### src/rtl/lc3_muldiv_unit_if.sv
// ============================================================================
// Module   : lc3_muldiv_unit_if
// Purpose  : Operand/request and writeback bundle of the multiply/divide unit.
// Revision : 1.0 - initial release
// ============================================================================
`default_nettype none

interface lc3_muldiv_unit_if #(
  parameter int WIDTH = 16
);
  logic             start;
  logic [1:0]       op;
  logic [WIDTH-1:0] a_in;
  logic [WIDTH-1:0] b_in;
  logic [2:0]       dest_in;
  logic             busy;
  logic             wb_load;
  logic [2:0]       wb_dest;
  logic [WIDTH-1:0] wb_data;
  logic             div_by_zero;

  modport master (
    output start, op, a_in, b_in, dest_in,
    input  busy, wb_load, wb_dest, wb_data, div_by_zero
  );

  modport slave (
    input  start, op, a_in, b_in, dest_in,
    output busy, wb_load, wb_dest, wb_data, div_by_zero
  );
endinterface

`default_nettype wire

### src/rtl/lc3_muldiv_unit.sv
// ============================================================================
// Module   : lc3_muldiv_unit
// Purpose  : Bit-serial multiply / unsigned divide with one-cycle writeback.
// Revision : 1.0 - initial release
// ============================================================================
`default_nettype none

module lc3_muldiv_unit #(
  parameter int WIDTH = 16
) (
  input  logic                 clk,
  input  logic                 reset_n,
  lc3_muldiv_unit_if.slave     bus_io
);

  localparam int CNT_W = $clog2(WIDTH);
  localparam logic [1:0] OP_MUL  = 2'b00;
  localparam logic [1:0] OP_DIVU = 2'b01;
  localparam logic [1:0] OP_REMU = 2'b10;

  typedef enum logic [1:0] {
    S_IDLE = 2'd0,
    S_RUN  = 2'd1,
    S_WB   = 2'd2
  } state_e;

  state_e             state_q;
  logic [CNT_W-1:0]   cnt_q;
  logic [1:0]         op_q;
  logic [2:0]         dest_q;
  logic [2*WIDTH-1:0] acc_q;
  logic [2*WIDTH-1:0] mcand_q;
  logic [WIDTH-1:0]   mplier_q;
  logic [WIDTH-1:0]   divisor_q;
  logic [WIDTH-1:0]   rem_q;
  logic [WIDTH-1:0]   quot_q;
  logic               wb_load_q;
  logic [2:0]         wb_dest_q;
  logic [WIDTH-1:0]   wb_data_q;
  logic               dbz_q;

  logic [2*WIDTH-1:0] acc_d;
  logic [WIDTH:0]     shifted_d;
  logic               ge_d;
  logic [WIDTH-1:0]   rem_d;
  logic [WIDTH-1:0]   quot_d;
  logic [WIDTH-1:0]   result_d;

  // The shifted partial remainder is WIDTH+1 bits; once it is known to be
  // >= divisor the true difference fits in WIDTH bits, so the low slice is exact.
  always_comb begin
    acc_d     = mplier_q[0] ? (acc_q + mcand_q) : acc_q;
    shifted_d = {rem_q, quot_q[WIDTH-1]};
    ge_d      = (shifted_d >= {1'b0, divisor_q});
    rem_d     = ge_d ? (shifted_d[WIDTH-1:0] - divisor_q) : shifted_d[WIDTH-1:0];
    quot_d    = {quot_q[WIDTH-2:0], ge_d};
    case (op_q)
      OP_MUL:  result_d = acc_d[WIDTH-1:0];
      OP_DIVU: result_d = quot_d;
      default: result_d = rem_d;
    endcase
  end

  always_ff @(posedge clk) begin
    if (!reset_n) begin
      state_q   <= S_IDLE;
      cnt_q     <= '0;
      op_q      <= '0;
      dest_q    <= '0;
      acc_q     <= '0;
      mcand_q   <= '0;
      mplier_q  <= '0;
      divisor_q <= '0;
      rem_q     <= '0;
      quot_q    <= '0;
      wb_load_q <= 1'b0;
      wb_dest_q <= '0;
      wb_data_q <= '0;
      dbz_q     <= 1'b0;
    end else begin
      case (state_q)
        S_IDLE: begin
          wb_load_q <= 1'b0;
          wb_dest_q <= '0;
          wb_data_q <= '0;
          dbz_q     <= 1'b0;
          if (bus_io.start) begin
            op_q      <= bus_io.op;
            dest_q    <= bus_io.dest_in;
            cnt_q     <= '0;
            acc_q     <= '0;
            rem_q     <= '0;
            mcand_q   <= {{WIDTH{1'b0}}, bus_io.a_in};
            mplier_q  <= bus_io.b_in;
            quot_q    <= bus_io.a_in;
            divisor_q <= bus_io.b_in;
            if (bus_io.op == 2'b11) begin
              state_q   <= S_WB;
              wb_load_q <= 1'b1;
              wb_dest_q <= bus_io.dest_in;
            end else if (bus_io.op != OP_MUL && bus_io.b_in == '0) begin
              state_q   <= S_WB;
              wb_load_q <= 1'b1;
              wb_dest_q <= bus_io.dest_in;
              wb_data_q <= (bus_io.op == OP_DIVU) ? {WIDTH{1'b1}} : bus_io.a_in;
              dbz_q     <= 1'b1;
            end else begin
              state_q <= S_RUN;
            end
          end
        end
        S_RUN: begin
          cnt_q    <= cnt_q + CNT_W'(1);
          acc_q    <= acc_d;
          mcand_q  <= {mcand_q[2*WIDTH-2:0], 1'b0};
          mplier_q <= {1'b0, mplier_q[WIDTH-1:1]};
          rem_q    <= rem_d;
          quot_q   <= quot_d;
          if (cnt_q == CNT_W'(WIDTH-1)) begin
            state_q   <= S_WB;
            wb_load_q <= 1'b1;
            wb_dest_q <= dest_q;
            wb_data_q <= result_d;
          end
        end
        default: begin
          state_q   <= S_IDLE;
          wb_load_q <= 1'b0;
          wb_dest_q <= '0;
          wb_data_q <= '0;
          dbz_q     <= 1'b0;
        end
      endcase
    end
  end

  assign bus_io.busy        = (state_q != S_IDLE);
  assign bus_io.wb_load     = wb_load_q;
  assign bus_io.wb_dest     = wb_dest_q;
  assign bus_io.wb_data     = wb_data_q;
  assign bus_io.div_by_zero = dbz_q;

endmodule

`default_nettype wire

### src/flat_wrapper.sv
// flat-port wrapper written by rule: the top's interface ports become plain ports
module lc3_muldiv_unit_flat 
#(
  parameter int WIDTH = 16
)
  (clk, reset_n, bus_io_start, bus_io_op, bus_io_a_in, bus_io_b_in, bus_io_dest_in, bus_io_busy, bus_io_wb_load, bus_io_wb_dest, bus_io_wb_data, bus_io_div_by_zero);
  lc3_muldiv_unit_if #(.WIDTH(WIDTH)) bus_io_i ();
  input  logic clk;
  input  logic reset_n;
  input wire logic [$bits(bus_io_i.start)-1:0] bus_io_start;
  input wire logic [$bits(bus_io_i.op)-1:0] bus_io_op;
  input wire logic [$bits(bus_io_i.a_in)-1:0] bus_io_a_in;
  input wire logic [$bits(bus_io_i.b_in)-1:0] bus_io_b_in;
  input wire logic [$bits(bus_io_i.dest_in)-1:0] bus_io_dest_in;
  output wire logic [$bits(bus_io_i.busy)-1:0] bus_io_busy;
  output wire logic [$bits(bus_io_i.wb_load)-1:0] bus_io_wb_load;
  output wire logic [$bits(bus_io_i.wb_dest)-1:0] bus_io_wb_dest;
  output wire logic [$bits(bus_io_i.wb_data)-1:0] bus_io_wb_data;
  output wire logic [$bits(bus_io_i.div_by_zero)-1:0] bus_io_div_by_zero;
  assign bus_io_i.start = bus_io_start;
  assign bus_io_i.op = bus_io_op;
  assign bus_io_i.a_in = bus_io_a_in;
  assign bus_io_i.b_in = bus_io_b_in;
  assign bus_io_i.dest_in = bus_io_dest_in;
  assign bus_io_busy = bus_io_i.busy;
  assign bus_io_wb_load = bus_io_i.wb_load;
  assign bus_io_wb_dest = bus_io_i.wb_dest;
  assign bus_io_wb_data = bus_io_i.wb_data;
  assign bus_io_div_by_zero = bus_io_i.div_by_zero;
  lc3_muldiv_unit #(.WIDTH(WIDTH)) u_core (.clk(clk), .reset_n(reset_n), .bus_io(bus_io_i));
endmodule
### config.mk
export PLATFORM = sky130hd
export DESIGN_NAME = lc3_muldiv_unit_flat
export DESIGN_NICKNAME = d
export VERILOG_FILES = /design/src/rtl/lc3_muldiv_unit_if.sv /design/src/rtl/lc3_muldiv_unit.sv /design/src/flat_wrapper.sv
export SDC_FILE = /design/constraint.sdc
export NUM_CORES = 1
export LEC_CHECK = 0
export BUFFER_PORTS_ARGS = -buffer_cell sky130_fd_sc_hd__buf_2
export CORE_UTILIZATION = 37
export DETAILED_ROUTE_END_ITERATION = 8
export HOLD_SLACK_MARGIN = 0.15
export PLACE_DENSITY = 0.55
export SYNTH_ARGS = -nofsm -noshare
export SYNTH_HDL_FRONTEND = slang
export SYNTH_SLANG_ARGS = --single-unit
### constraint.sdc
create_clock -name clk -period 7.1 [get_ports clk]
set_clock_uncertainty 0.2 [all_clocks]
set_input_delay 1.42 -clock clk [delete_from_list [all_inputs] [get_ports clk]]
set_output_delay 1.42 -clock clk [all_outputs]
set_load 0.05 [all_outputs]
==> run_results.csv <==
group,metric,value,unit
critical_path,worstPathArrival,3.84,ns
global_route,grt_pass1_wl,33200,um
critical_path,crit_type,"in -> reg",
clock_network,clockBufferDepth,2,
global_route,track_usage,21.3,%
clock_network,root_buffer,"clkbuf_16",
critical_path,rrSetupSlack,3.67,ns
clock_network,numCtsBuffers,17,
drt,antenna_left,0,
synthesis,syn_inst,903,
synthesis,synth-edff-count,0,
timing,tightest_slew,0.912,ns
timing,finalSetupViolations,0,
timing,finalHoldViolCount,0,
clock_network,hold_buffers,0,
clock_network,postCtsSetupBuffers,0,
synthesis,syn_nets,977,
timing,slew_headroom,39.2,%
timing,fin_tns_setup,0,ns
worst_hold_path,hold_path.class,"reg -> reg",
clock_network,cts-htree-levels,4,
timing,fmax,0.271,GHz
timing,rsz0062_at_grt,"false",
drt,routed_wl,20500,um
global_route,first_global_vias,6058,
critical_path,crit_required,7.25,ns
synthesis,synth_ff_type,"dfxtp_1",
drt,routed-via-count,6505,
drt,routedWlPerCell,17.0,um
clock_network,post_cts_resized,0,
finish,nFillCells,1953,
worst_hold_path,hold_start,"u_core.cnt_q[3]$_SDFFE_PN0P_",
finish,layout-drive-gt1-share,13.3,%
pwr,post-layout-total-power,2.27,mW
status,status,"complete, no violations",
timing,slew_violations,0,
pwr,ir_drop,174,uV
global_route,antenna_found_initial,0,
synthesis,yosysTopAreaCell,"dfxtp_1",
floorplan,io_pins,62,
synthesis,syn_area,0.00721,sq mm
critical_path,worstPathMaxFanout,80,
finish,area_growth,14.1,%
drt,post-route-drc-count,0,
critical_path,reg2reg_from,"u_core.divisor_q[11]$_SDFFE_PN0P_",
synthesis,synth-async-reset-ratio,0,%
synthesis,avgSynthCellArea,7.99,sq um
flow_run,cap_violations,0,
place,gp_congestion,0.816,
timing,period_needed,3.69,ns
clock_network,clock_latency,0.42,ns
clock_network,cts_sinks,128,
finish,final_nets,1010,
pwr,leakage,3.21,nW
finish,fin_util,43.5,%
place,port_buffers,61,
drt,firstDrtPassIters,5,
critical_path,start_kind,"primary input",
floorplan,core-area,0.0189,sq mm
synthesis,yosys_warnings,0,
place,dp_hpwl,14100,um
synthesis,synth_seq_area_share,35.5,%
worst_hold_path,hold_path_depth,1,
worst_hold_path,holdPathEnd,"u_core.cnt_q[3]$_SDFFE_PN0P_",
floorplan,start_util,38.2,%
floorplan,dieArea,0.0201,sq mm
floorplan,fp.dieW,142,um
finish,diodes,0,
critical_path,critPathLaunch,"reset_n",
global_route,grt_overflow_total,0,
clock_network,clkTransAtPathRegs,0.05,ns
drt,viasPerCell,5.38,
critical_path,ff2ff_path_depth,10,
floorplan,rows,50,
clock_network,cts_tree,"yes",
pwr,power.density,276,mW/mm^2
synthesis,ys_ff_latch,128,
drt,drt_iter0_markers,439,
synthesis,synth_cell_type_count,61,
critical_path,worst_setup_path_end_kind,"flop",
global_route,grt_max_degree,81,
critical_path,reg2reg_to,"u_core.bus_io.wb_data[0]$_SDFFE_PN0P_",
synthesis,synth_area_leaders,"dfxtp_1 (36%), nand2_1 (8.3%), ha_1 (5.6%)",
floorplan,die_y,142,um
synthesis,yosys.area.top_type_share,35.5,%
timing,finalCritPeriodShare,52.0,%
stage by stage:
stage	setup slack (ns)	hold WS (ns)	area, sq um	instances
after floorplan	3.91	0.223	7210	903
after global placement	3.00	0.244	7690	1177
after detailed placement	2.98	0.246	7690	1177
after CTS	3.43	0.258	8230	1208
after global routing	3.08	0.282	8230	1208
final	3.41	0.253	8230	1208
power breakdown:
group / total [mW] / switching [mW] / internal [mW]
Sequential: 0.804 / 0.0380 / 0.766
Clock: 0.802 / 0.331 / 0.472
Combinational: 0.662 / 0.398 / 0.264
cells by family (layout without fill, tap and decap cells):
family	after synthesis	in the layout	share of synthesized area, %
and+or+nand+nor	319	319	19.7
AOI/OAI and AO/OA	281	281	26.5
DFF	128	128	35.5
buffers and inverters	87	132	4.91
adders and majority gates	34	34	6.11
muxes	28	28	4.10
xor gates and xnor gates	26	26	3.16
metal layers:
layer	vias up	global-route usage, %	routed length [um]
met4	0	6.45	267
met5	-	0	0
met3	19	4.05	941
met2	138	32.4	9040
met1	3073	30.3	10200
li1	3275	-	-
cells in the final DEF (no fill, tap or decap), drive strengths merged, types with 4 or more instances in the layout:
cell	Yosys	routed
nand2	161	161
dfxtp	128	128
buf	7	71
a21oi	56	56
nor2	55	55
o21ai	48	48
a21boi	44	44
a22oi	39	39
ha	32	32
inv	29	29
nand3	29	29
clkbuf	50	23
mux2i	19	19
xnor2	18	18
and2	17	17
a31oi	15	15
a21o	15	15
nor2b	15	15
nor3	12	12
a211oi	9	9
o21a	9	9
o221ai	9	9
mux2	9	9
xor2	8	8
o211ai	8	8
nor4	6	6
clkinv	1	6
nand4	5	5
a32oi	5	5
o31ai	5	5
a211o	4	4
or3	4	4
and3	4	4
o21bai	4	4
registers in the layout, indices dropped and copies added, names as in the netlist:
| signal | count |
|---|---|
| u_core.acc_q | 16 |
| u_core.bus_io.wb_data | 16 |
| u_core.divisor_q | 16 |
| u_core.mcand_q | 16 |
| u_core.mplier_q | 16 |
| u_core.quot_q | 16 |
| u_core.rem_q | 16 |
| u_core.cnt_q | 4 |
| u_core.bus_io.wb_dest | 3 |
| u_core.dest_q | 3 |
| u_core.op_q | 2 |
| u_core.state_q | 2 |
| u_core.bus_io.div_by_zero | 1 |
| u_core.bus_io.wb_load | 1 |
worst max path at each step:
stage	to	slack (ns)
floorplan	u_core.bus_io.wb_data[15]$_SDFFE_PN0P_	3.91
CTS	u_core.bus_io.wb_data[5]$_SDFFE_PN0P_	3.43
detailed placement	u_core.bus_io.wb_data[8]$_SDFFE_PN0P_	2.98
global placement	u_core.bus_io.wb_data[5]$_SDFFE_PN0P_	3.00
finish	u_core.bus_io.wb_data[10]$_SDFFE_PN0P_	3.41
global route	u_core.bus_io.wb_data[5]$_SDFFE_PN0P_	3.08
worst max-delay path, cell delays in order:
cell      delay [ns]
buf_2           0.07
buf_4           0.57
clkinv_1        0.18
buf_4           0.28
a211o_1         0.35
nand2b_1        0.48
o221ai_1        0.30
o21bai_1        0.14
synth_stat cells (5+ instances only):
| library cell | number |
|---|---|
| nor3_1 | 12 |
| o221ai_1 | 9 |
| clkbuf_1 | 49 |
| o21ai_0 | 48 |
| mux2_2 | 8 |
| xnor2_1 | 18 |
| ha_1 | 32 |
| o211ai_1 | 6 |
| dfxtp_1 | 128 |
| inv_1 | 29 |
| mux2i_1 | 19 |
| a22oi_1 | 39 |
| nand4_1 | 5 |
| nor4_1 | 6 |
| xor2_1 | 8 |
| a21boi_0 | 44 |
| and2_1 | 17 |
| o21a_1 | 9 |
| a21oi_1 | 55 |
| a21o_1 | 14 |
| nor2b_1 | 14 |
| a32oi_1 | 5 |
| nand2_1 | 160 |
| nand3_1 | 29 |
| a31oi_1 | 15 |
| nor2_1 | 55 |
| a211oi_1 | 9 |
layout make-up:
cell class              instances  area [sq um]  share of cell area [%]
flip-flops and latches        128          2560                    31.1
clock inverters                 8          58.8                   0.715
clock buffers                  23           478                    5.81
repair buffers                 71           380                    4.62
multi-input cells             688          4310                    52.4
well taps                     260           325                    3.95
inverters                      30           113                    1.37
Power figures use the tool's default switching activity.
